## config.mk

```make
export PLATFORM = sky130hd
export DESIGN_NAME = i2s_receiver
export DESIGN_NICKNAME = d
export VERILOG_FILES = /design/src/rtl/i2s_receiver_pkg.sv /design/src/rtl/i2s_receiver_sync_edge_det.sv /design/src/rtl/i2s_receiver.sv
export SDC_FILE = /design/constraint.sdc
export NUM_CORES = 1
export LEC_CHECK = 0
export CAP_MARGIN = 20
export CORE_MARGIN = 2
export CORE_UTILIZATION = 50
export DETAILED_ROUTE_END_ITERATION = 10
export DONT_BUFFER_PORTS = 1
export SLEW_MARGIN = 30
export SYNTH_ARGS = -nofsm -noshare
export SYNTH_HDL_FRONTEND = slang
export SYNTH_SLANG_ARGS = --single-unit
```

## constraint.sdc

```tcl
create_clock -name clk -period 3.3 [get_ports clk]
set_clock_uncertainty 0.2 [all_clocks]
set_input_delay 0.66 -clock clk [delete_from_list [all_inputs] [get_ports clk]]
set_output_delay 0.66 -clock clk [all_outputs]
set_load 0.03 [all_outputs]
```

## src/rtl/i2s_receiver_pkg.sv

```systemverilog
// ---------------------------------------------------------------------------
// i2s_receiver_pkg : shared types for the I2S receive path       rev 1.0
// ---------------------------------------------------------------------------
`default_nettype none

package i2s_receiver_pkg;

  typedef enum logic [0:0] {
    HUNT = 1'b0,
    RECV = 1'b1
  } i2s_state_t;

  localparam logic I2S_CH_LEFT  = 1'b0;
  localparam logic I2S_CH_RIGHT = 1'b1;

endpackage

`default_nettype wire

```

## src/rtl/i2s_receiver_sync_edge_det.sv

```systemverilog
// ---------------------------------------------------------------------------
// sync_edge_det : N-stage synchronizer with registered level and rise strobe
// rev 1.0
// ---------------------------------------------------------------------------
`default_nettype none

module sync_edge_det #(
  parameter int STAGES = 2
) (
  input  logic clk,
  input  logic rstn,
  input  logic in,
  output logic out,
  output logic rise
);

  logic [STAGES-1:0] sync_q;
  logic              lvl_q;
  logic              rise_q;

  // out is delayed one stage so that every instance presents its level
  // aligned with the rise strobe of the sclk instance.
  always_ff @(posedge clk) begin
    if (!rstn) begin
      sync_q <= '0;
      lvl_q  <= 1'b0;
      rise_q <= 1'b0;
    end else begin
      sync_q <= {sync_q[STAGES-2:0], in};
      lvl_q  <= sync_q[STAGES-1];
      rise_q <= sync_q[STAGES-1] & ~lvl_q;
    end
  end

  assign out  = lvl_q;
  assign rise = rise_q;

endmodule

`default_nettype wire

```

## src/rtl/i2s_receiver.sv

```systemverilog
// ---------------------------------------------------------------------------
// i2s_receiver : oversampled I2S / left-justified stereo deserialiser
// rev 1.0
// ---------------------------------------------------------------------------
`default_nettype none

module i2s_receiver
  import i2s_receiver_pkg::*;
#(
  parameter int WIDTH = 24,
  parameter int DELAY = 1
) (
  input  logic                    clk,
  input  logic                    rstn,
  input  logic                    sclk,
  input  logic                    lrclk,
  input  logic                    sd,
  output logic signed [WIDTH-1:0] left_data,
  output logic signed [WIDTH-1:0] right_data,
  output logic                    valid,
  output logic                    frame_error
);

  localparam int DW = DELAY + WIDTH;
  localparam int CW = $clog2(DW + 1);

  logic srise, lr_s, sd_s;
  logic w_unused_sclk_lvl, w_unused_lr_rise, w_unused_sd_rise;

  sync_edge_det #(.STAGES(2)) u_sync_sclk (
    .clk(clk), .rstn(rstn), .in(sclk), .out(w_unused_sclk_lvl), .rise(srise));
  sync_edge_det #(.STAGES(2)) u_sync_lr (
    .clk(clk), .rstn(rstn), .in(lrclk), .out(lr_s), .rise(w_unused_lr_rise));
  sync_edge_det #(.STAGES(2)) u_sync_sd (
    .clk(clk), .rstn(rstn), .in(sd), .out(sd_s), .rise(w_unused_sd_rise));

  i2s_state_t       state_q, state_d;
  logic             ch_q, ch_d;
  logic [CW-1:0]    cnt_q, cnt_d;
  logic [WIDTH-1:0] sr_q, sr_d;
  logic [WIDTH-1:0] hold_q, hold_d;
  logic             pend_q, pend_d;
  logic             lr_prev_q, lr_prev_d;
  logic             lr_vld_q, lr_vld_d;
  logic             pair_q, pair_d;
  logic             ferr_q, ferr_d;
  logic [WIDTH-1:0] left_q, right_q;
  logic             valid_q;

  logic [CW-1:0]    c;
  logic [WIDTH-1:0] sr;
  logic             chv, bound, run;

  // Pass 0 lets the old channel take the boundary bit (DELAY>0); pass 1
  // counts the boundary srise as position 0 of the new channel.
  always_comb begin
    state_d   = state_q;
    ch_d      = ch_q;
    cnt_d     = cnt_q;
    sr_d      = sr_q;
    hold_d    = hold_q;
    pend_d    = pend_q;
    lr_prev_d = lr_prev_q;
    lr_vld_d  = lr_vld_q;
    pair_d    = 1'b0;
    ferr_d    = 1'b0;
    c         = cnt_q;
    sr        = sr_q;
    chv       = ch_q;
    bound     = 1'b0;
    run       = 1'b0;
    if (srise) begin
      lr_prev_d = lr_s;
      lr_vld_d  = 1'b1;
      bound     = lr_vld_q && (lr_s != lr_prev_q);
      for (int p = 0; p < 2; p++) begin
        if (p == 1 && bound) begin
          if (state_q == RECV && c < CW'(DW)) begin
            ferr_d = 1'b1;
            pend_d = 1'b0;
          end
          state_d = RECV;
          c       = '0;
          chv     = lr_s;
        end
        if (p == 0) run = (state_q == RECV) && (DELAY > 0);
        else        run = (state_d == RECV) && (bound || DELAY == 0);
        if (run && c < CW'(DW)) begin
          if (c + CW'(1) > CW'(DELAY)) sr = {sr[WIDTH-2:0], sd_s};
          c = c + CW'(1);
          if (c == CW'(DW)) begin
            if (chv == I2S_CH_LEFT) begin
              hold_d = sr;
              pend_d = 1'b1;
            end else if (pend_d) begin
              pair_d = 1'b1;
              pend_d = 1'b0;
            end
          end
        end
      end
      ch_d  = chv;
      cnt_d = c;
      sr_d  = sr;
    end
  end

  always_ff @(posedge clk) begin
    if (!rstn) begin
      state_q   <= HUNT;
      ch_q      <= I2S_CH_LEFT;
      cnt_q     <= '0;
      sr_q      <= '0;
      hold_q    <= '0;
      pend_q    <= 1'b0;
      lr_prev_q <= 1'b0;
      lr_vld_q  <= 1'b0;
      pair_q    <= 1'b0;
      ferr_q    <= 1'b0;
      left_q    <= '0;
      right_q   <= '0;
      valid_q   <= 1'b0;
    end else begin
      state_q   <= state_d;
      ch_q      <= ch_d;
      cnt_q     <= cnt_d;
      sr_q      <= sr_d;
      hold_q    <= hold_d;
      pend_q    <= pend_d;
      lr_prev_q <= lr_prev_d;
      lr_vld_q  <= lr_vld_d;
      pair_q    <= pair_d;
      ferr_q    <= ferr_d;
      valid_q   <= pair_q;
      // sr_q still holds the right word here: srises are >=4 cycles apart.
      if (pair_q) begin
        left_q  <= hold_q;
        right_q <= sr_q;
      end
    end
  end

  assign left_data   = left_q;
  assign right_data  = right_q;
  assign valid       = valid_q;
  assign frame_error = ferr_q;

endmodule

`default_nettype wire

```

Word level (Yosys, flattened, before mapping)
Index checks and enable logic that the tools add are counted.
W data, S select, Z words.
{ "word_totals": {"ff_bits": 119, "inputBits": 5, "word_cells": 78} }
{ "op_classes": {"addsub": 2, "n_lt_le_gt_ge": 5, "eq_ne": 3, "mux": 39, "bitwise_logic": 2, "n_reduce_logical": 7} }
{ "op_table": {"columns": ["operator", "count"], "rows": [
  ["$mux W24", 10],
  ["$mux W5", 5],
  ["$mux W1", 24],
  ["$lt A5 B5 Y1 const B", 3],
  ["$add A5 B1 Y5 const B", 2],
  ["$eq A5 B5 Y1 const B", 2],
  ["$gt A5 B1 Y1 const B", 2],
  ["$logic_and A1 B1 Y1", 5],
  ["$reduce_and A3 Y1", 1],
  ["$reduce_and A2 Y1", 1],
  ["$and A1 B1 Y1", 1],
  ["$ne A1 B1 Y1", 1],
  ["$not A1 Y1", 1]
]} }

Longest topological paths before layout
{ "logic_depth": {"ltp_word": 13, "ltp_mapped": 13, "mapped_depth_nobuf": 10} }

Modules after synthesis
A second synthesis with hierarchy kept.
{ "hier_totals": {"cells_unflattened": 481, "hier_area_um2": 4926.0} }
{ "by_module_without_submodules": {"columns": ["mod", "n_inst", "cells_each", "area_per_inst_um2", "seq_area_each_um2"], "rows": [
  ["i2s_receiver", 1, 457, 4591.9, 2182.1],
  ["sync_edge_det", 3, 8, 111.4, 80.1]
]} }

Worst setup path before layout
Ideal clock, no wire load.
{ "synth_timing": {"kind": "register to register", "start": "reg cnt_q[0]", "end": "reg sr_q[10]", "t_arrival_ns": 2.559, "required_ns": 3.041, "slack_ns": 0.481, "path_stages_with_launch": 12, "period_less_slack_ns": 2.819, "cell_sequence": "dfxtp_1 > o311a_4 > nor2_4 > nand2_1 > o21ai_0 > nand2_1 > ha_1 > or3_4 > a2111oi_4 > buf_6 > a22o_1 > a221o_1"} }
{ "synth_via": {"elab_chain_len": 10, "word_cells_on_any_way": 16, "cone_classes": "2 x add/sub; 4 x order compare; 8 x mux; 2 x reduce/logical"} }
{ "synth_rtl": {"columns": ["element", "line_no", "source"], "rows": [
  ["start, declared", "i2s_receiver.sv:39", "logic [CW-1:0] cnt_q, cnt_d;"],
  ["start signal, assigned", "i2s_receiver.sv:126", "cnt_q <= cnt_d;"],
  ["$lt A5 B5 Y1", "i2s_receiver.sv:88", "if (run && c < CW'(DW)) begin"],
  ["$logic_and A1 B1 Y1", "i2s_receiver.sv:88", null],
  ["$mux W5", "i2s_receiver.sv:88", null],
  ["$mux W5", "i2s_receiver.sv:72", "if (srise) begin"],
  ["$mux W5", "i2s_receiver.sv:77", "if (p == 1 && bound) begin"],
  ["$mux W5", "i2s_receiver.sv:72", null],
  ["$add A5 B1 Y5", "i2s_receiver.sv:89", "if (c + CW'(1) > CW'(DELAY)) sr = {sr[WIDTH-2:0], sd_s};"],
  ["$gt A5 B1 Y1", "i2s_receiver.sv:89", null],
  ["$mux W24", "i2s_receiver.sv:89", null],
  ["$mux W24 *", "i2s_receiver.sv:88", null],
  ["end signal, assigned", "i2s_receiver.sv:127", "sr_q <= sr_d;"],
  ["end, declared", "i2s_receiver.sv:40", "logic [WIDTH-1:0] sr_q, sr_d;"]
]} }
Mark *: on every way between the ends. The rest lies on a longest branch, timed or not. The select of a mux whose other input is x is not followed.
A chain may end at the register's enable or synchronous reset.

Worst setup path in the final report
{ "layout_timing": {"start": "reg cnt_q[0]", "end": "reg sr_q[1]"} }
The elaborated chain is that of the path after synthesis.

==> impl_metrics.py <==
metrics = {
    "grt": {
        "grtUsageTotal_pct": 20.05,
        "grt_antenna_before_repair": 0,
        "grt_pass1_vias": 3280,
        "grt_overflow": 0,
        "grt_pass1_wl_mm": 17.45,
        "grt_max_degree": 34,
    },
    "clocking": {
        "ctsRootBufferMaster": "clkbuf_8",
        "cts_tree": "done",
        "ctsHoldBuffers": 0,
        "clockBufferDepth": 2,
        "numClockSinks": 119,
        "cts.clk_slew.worst_paths_ps": 60,
        "h-tree-depth": 4,
        "cts_buffers": 17,
        "clock_latency_ps": 510,
    },
    "logic_synthesis": {
        "ys_warn_count": 0,
        "yosys.area.top_type": "dfxtp_1",
        "synth.distinct_cells": 56,
        "ys_seq_elements": 119,
        "synth_edf_count": 0,
        "syn_inst": 477,
        "syn_nets": 485,
        "netlist_area_um2": 5047,
        "synth_top_cell_area_share_pct": 47.20,
        "synth_ff_type": "dfxtp_1",
        "syn_avg_cell_area_um2": 10.58,
        "ys_seq_area_share_pct": 47.20,
        "async_reset_ff_share_pct": 0,
        "synthTopCellsByArea": "dfxtp_1, mux2i_1, a221o_1, nor2_1, a22o_1",
    },
    "setup_path": {
        "cp-end-kind": "flip-flop",
        "worstPathMaxFanout": 23,
        "cp_num_buf_inv": 1,
        "cp_cell_sequence": "o311a_4, nor2_4, nand2_1, o21ai_0, nand2_1, ha_1, o32ai_2, o311ai_1, and2_1, buf_4, a221o_1",
        "critPathKind": "reg2reg",
        "crit_path_start_kind": "flip-flop",
        "slowest_delay_ps": 430,
        "reg2reg_slack_ps": 250,
        "r2r-start": "cnt_q[0]",
        "worst-endpoint-required_ps": 3490,
        "arrival_ps": 3240,
        "cp_slowest_cell": "o311a_4",
        "worst_r2r_endpoint": "sr_q[1]",
        "path_delay_family": "compound AO/OA/AOI/OAI gates",
        "reg2regPathDepth": 11,
        "crit_top_cell": "nand2_1",
    },
    "layout": {
        "fin_nets": 482,
        "drive_above_1_share_pct": 15.40,
        "final_util_pct": 58.68,
        "area_growth_pct": 13.63,
        "antenna-diode-count": 0,
    },
    "route": {
        "wl_per_cell_um": 17.19,
        "avgViaCountPerCell": 5.750,
        "route.detailed.drc": 0,
        "dr_total_vias": 3565,
        "wirelength_mm": 10.66,
        "ant_nets": 0,
        "firstDrtPassIters": 4,
        "drt_iter0_drc": 147,
    },
    "sta": {
        "setup_tns_ps": 0,
        "period_needed_ps": 3049,
        "slew_headroom_pct": 47.01,
        "rsz0062_at_grt": "no",
        "setup_viol": 0,
        "tightestPinTransition_ps": 794.9,
        "hold_violations": 0,
        "finalCritPeriodShare_pct": 92.38,
        "fmax_mhz": 328.0,
        "slew_viol_final": 0,
    },
    "place": {
        "port_buffers": 0,
        "dp_hpwl_mm": 6.725,
        "place.gp.congestion": 0.8664,
    },
    "power": {
        "ir_drop_mv": 0.3306,
        "p_leak_nw": 2.109,
        "p_per_area_nw_per_um2": 567.4,
    },
    "run": {
        "cap_violations": 0,
    },
    "die": {
        "fp-row-count": 36,
        "io_pins": 55,
        "design.die.area_um2": 10910,
        "die_w_um": 104.5,
        "start_util_pct": 51.64,
        "core_area_um2": 9774,
        "die_h_um": 104.5,
    },
    "worst_hold_path": {
        "hold_path.class": "in2reg",
        "min_to": "cnt_q[4]",
        "worstHoldStart": "rstn",
        "holdPathStages": 2,
    },
    "status": {
        "status": "completed",
    },
}
report_power, final:
group	switching, mW	internal, mW	total [mW]
combinational	0.0246	0.00733	0.0319
sequential	0.00323	1.44	1.45
clock	0.646	1.13	1.78
per-stage QoR:
stage	power [mW]	hold slack, ps	instances	worst slack (ps)	area [um2]
finish	3.254	65.90	620	251.4	5736
floorplan	1.505	167.4	477	481.4	5047
CTS	3.291	40.44	619	214.8	5723
detailed placement	1.509	181.3	587	216.3	5140
global placement	1.509	172.0	587	303.2	5140
global route	3.357	47.76	620	10.52	5736
cell usage after synthesis, types with 2 or more instances:
master	count
dfxtp_1	119
mux2i_1	75
nor2_1	56
a21oi_1	31
a221o_1	23
a22o_1	23
a211oi_1	17
buf_2	14
and2_1	12
clkbuf_1	12
nand2_1	12
a211oi_2	9
buf_6	5
inv_1	5
nand2b_1	4
nand3_1	4
buf_1	3
buf_4	3
ha_1	3
xnor2_1	3
a31oi_1	2
and3_1	2
inv_2	2
mux2_2	2
nor2_4	2
nor2b_1	2
o21ai_0	2
xor2_1	2
routing by layer:
| metal | global-route usage [%] | vias up | part of all wire, % |
|---|---|---|---|
| met5 | 0 | - | 0 |
| met4 | 7.336 | 0 | 0.77 |
| met3 | 6.516 | 7 | 4.8 |
| li1 | - | 1761 | - |
| met1 | 26.64 | 1724 | 48 |
| met2 | 30.44 | 73 | 47 |
cell families after synthesis:
family                   Yosys count  share of synthesized area [%]
XOR/XNOR                           5                         0.8678
multiplexers                      77                          15.32
AO/OA/AOI/OAI                    124                          20.87
buffers and inverters             45                          4.735
adder cells (fa/ha/maj)            3                         0.7438
AND/OR/NAND/NOR                  104                          10.26
flip-flops                       119                          47.20
final cells by class:
class / count / area, um2
Inverter: 7 / 26.28
Clock buffer: 21 / 459.2
Sequential cell: 119 / 2384
Clock inverter: 11 / 123.9
Tap cell: 133 / 166.4
Multi-Input combinational cell: 313 / 2431
Fill cell: 866 / 4039
Timing Repair Buffer: 16 / 145.1
flip-flops by register name (all words and copies together), names as in the netlist, 2 cells and up:
register	flops
cnt_q	5
right_data	24
left_data	24
sr_q	24
u_sync_sclk.sync_q	2
u_sync_sd.sync_q	2
u_sync_lr.sync_q	2
hold_q	24
cells in the final DEF (no fill, tap or decap), drive strengths merged, types with 3 or more instances in the layout:
cell	count
dfxtp	119
mux2i	75
nor2	58
a21oi	31
a211oi	26
a22o	23
a221o	23
clkbuf	21
buf	16
nand2	12
and2	12
inv	7
clkinvlp	6
nand2b	5
nand3	4
xnor2	3
ha	3
o21ai	3
a31oi	3
clkinv	3
worst max-delay path by stage:
stage / startpoint / end / slack, ps / cells past startpoint
floorplan: cnt_q[0] / sr_q[10] / 480 / 11
global placement: cnt_q[0] / sr_q[7] / 300 / 11
detailed placement: cnt_q[0] / sr_q[6] / 220 / 11
CTS: cnt_q[0] / sr_q[1] / 210 / 11
global route: cnt_q[0] / sr_q[7] / 10 / 11
finish: cnt_q[0] / sr_q[1] / 250 / 11
what timing repair did:
| item | in CTS | in global routing |
|---|---|---|
| buffers inserted | 0 | 1 |
| resized for setup | 0 | 1 |
| endpoints found under the setup margin | 0 | 23 |
Note: power is estimated with default switching activity, not from simulation.
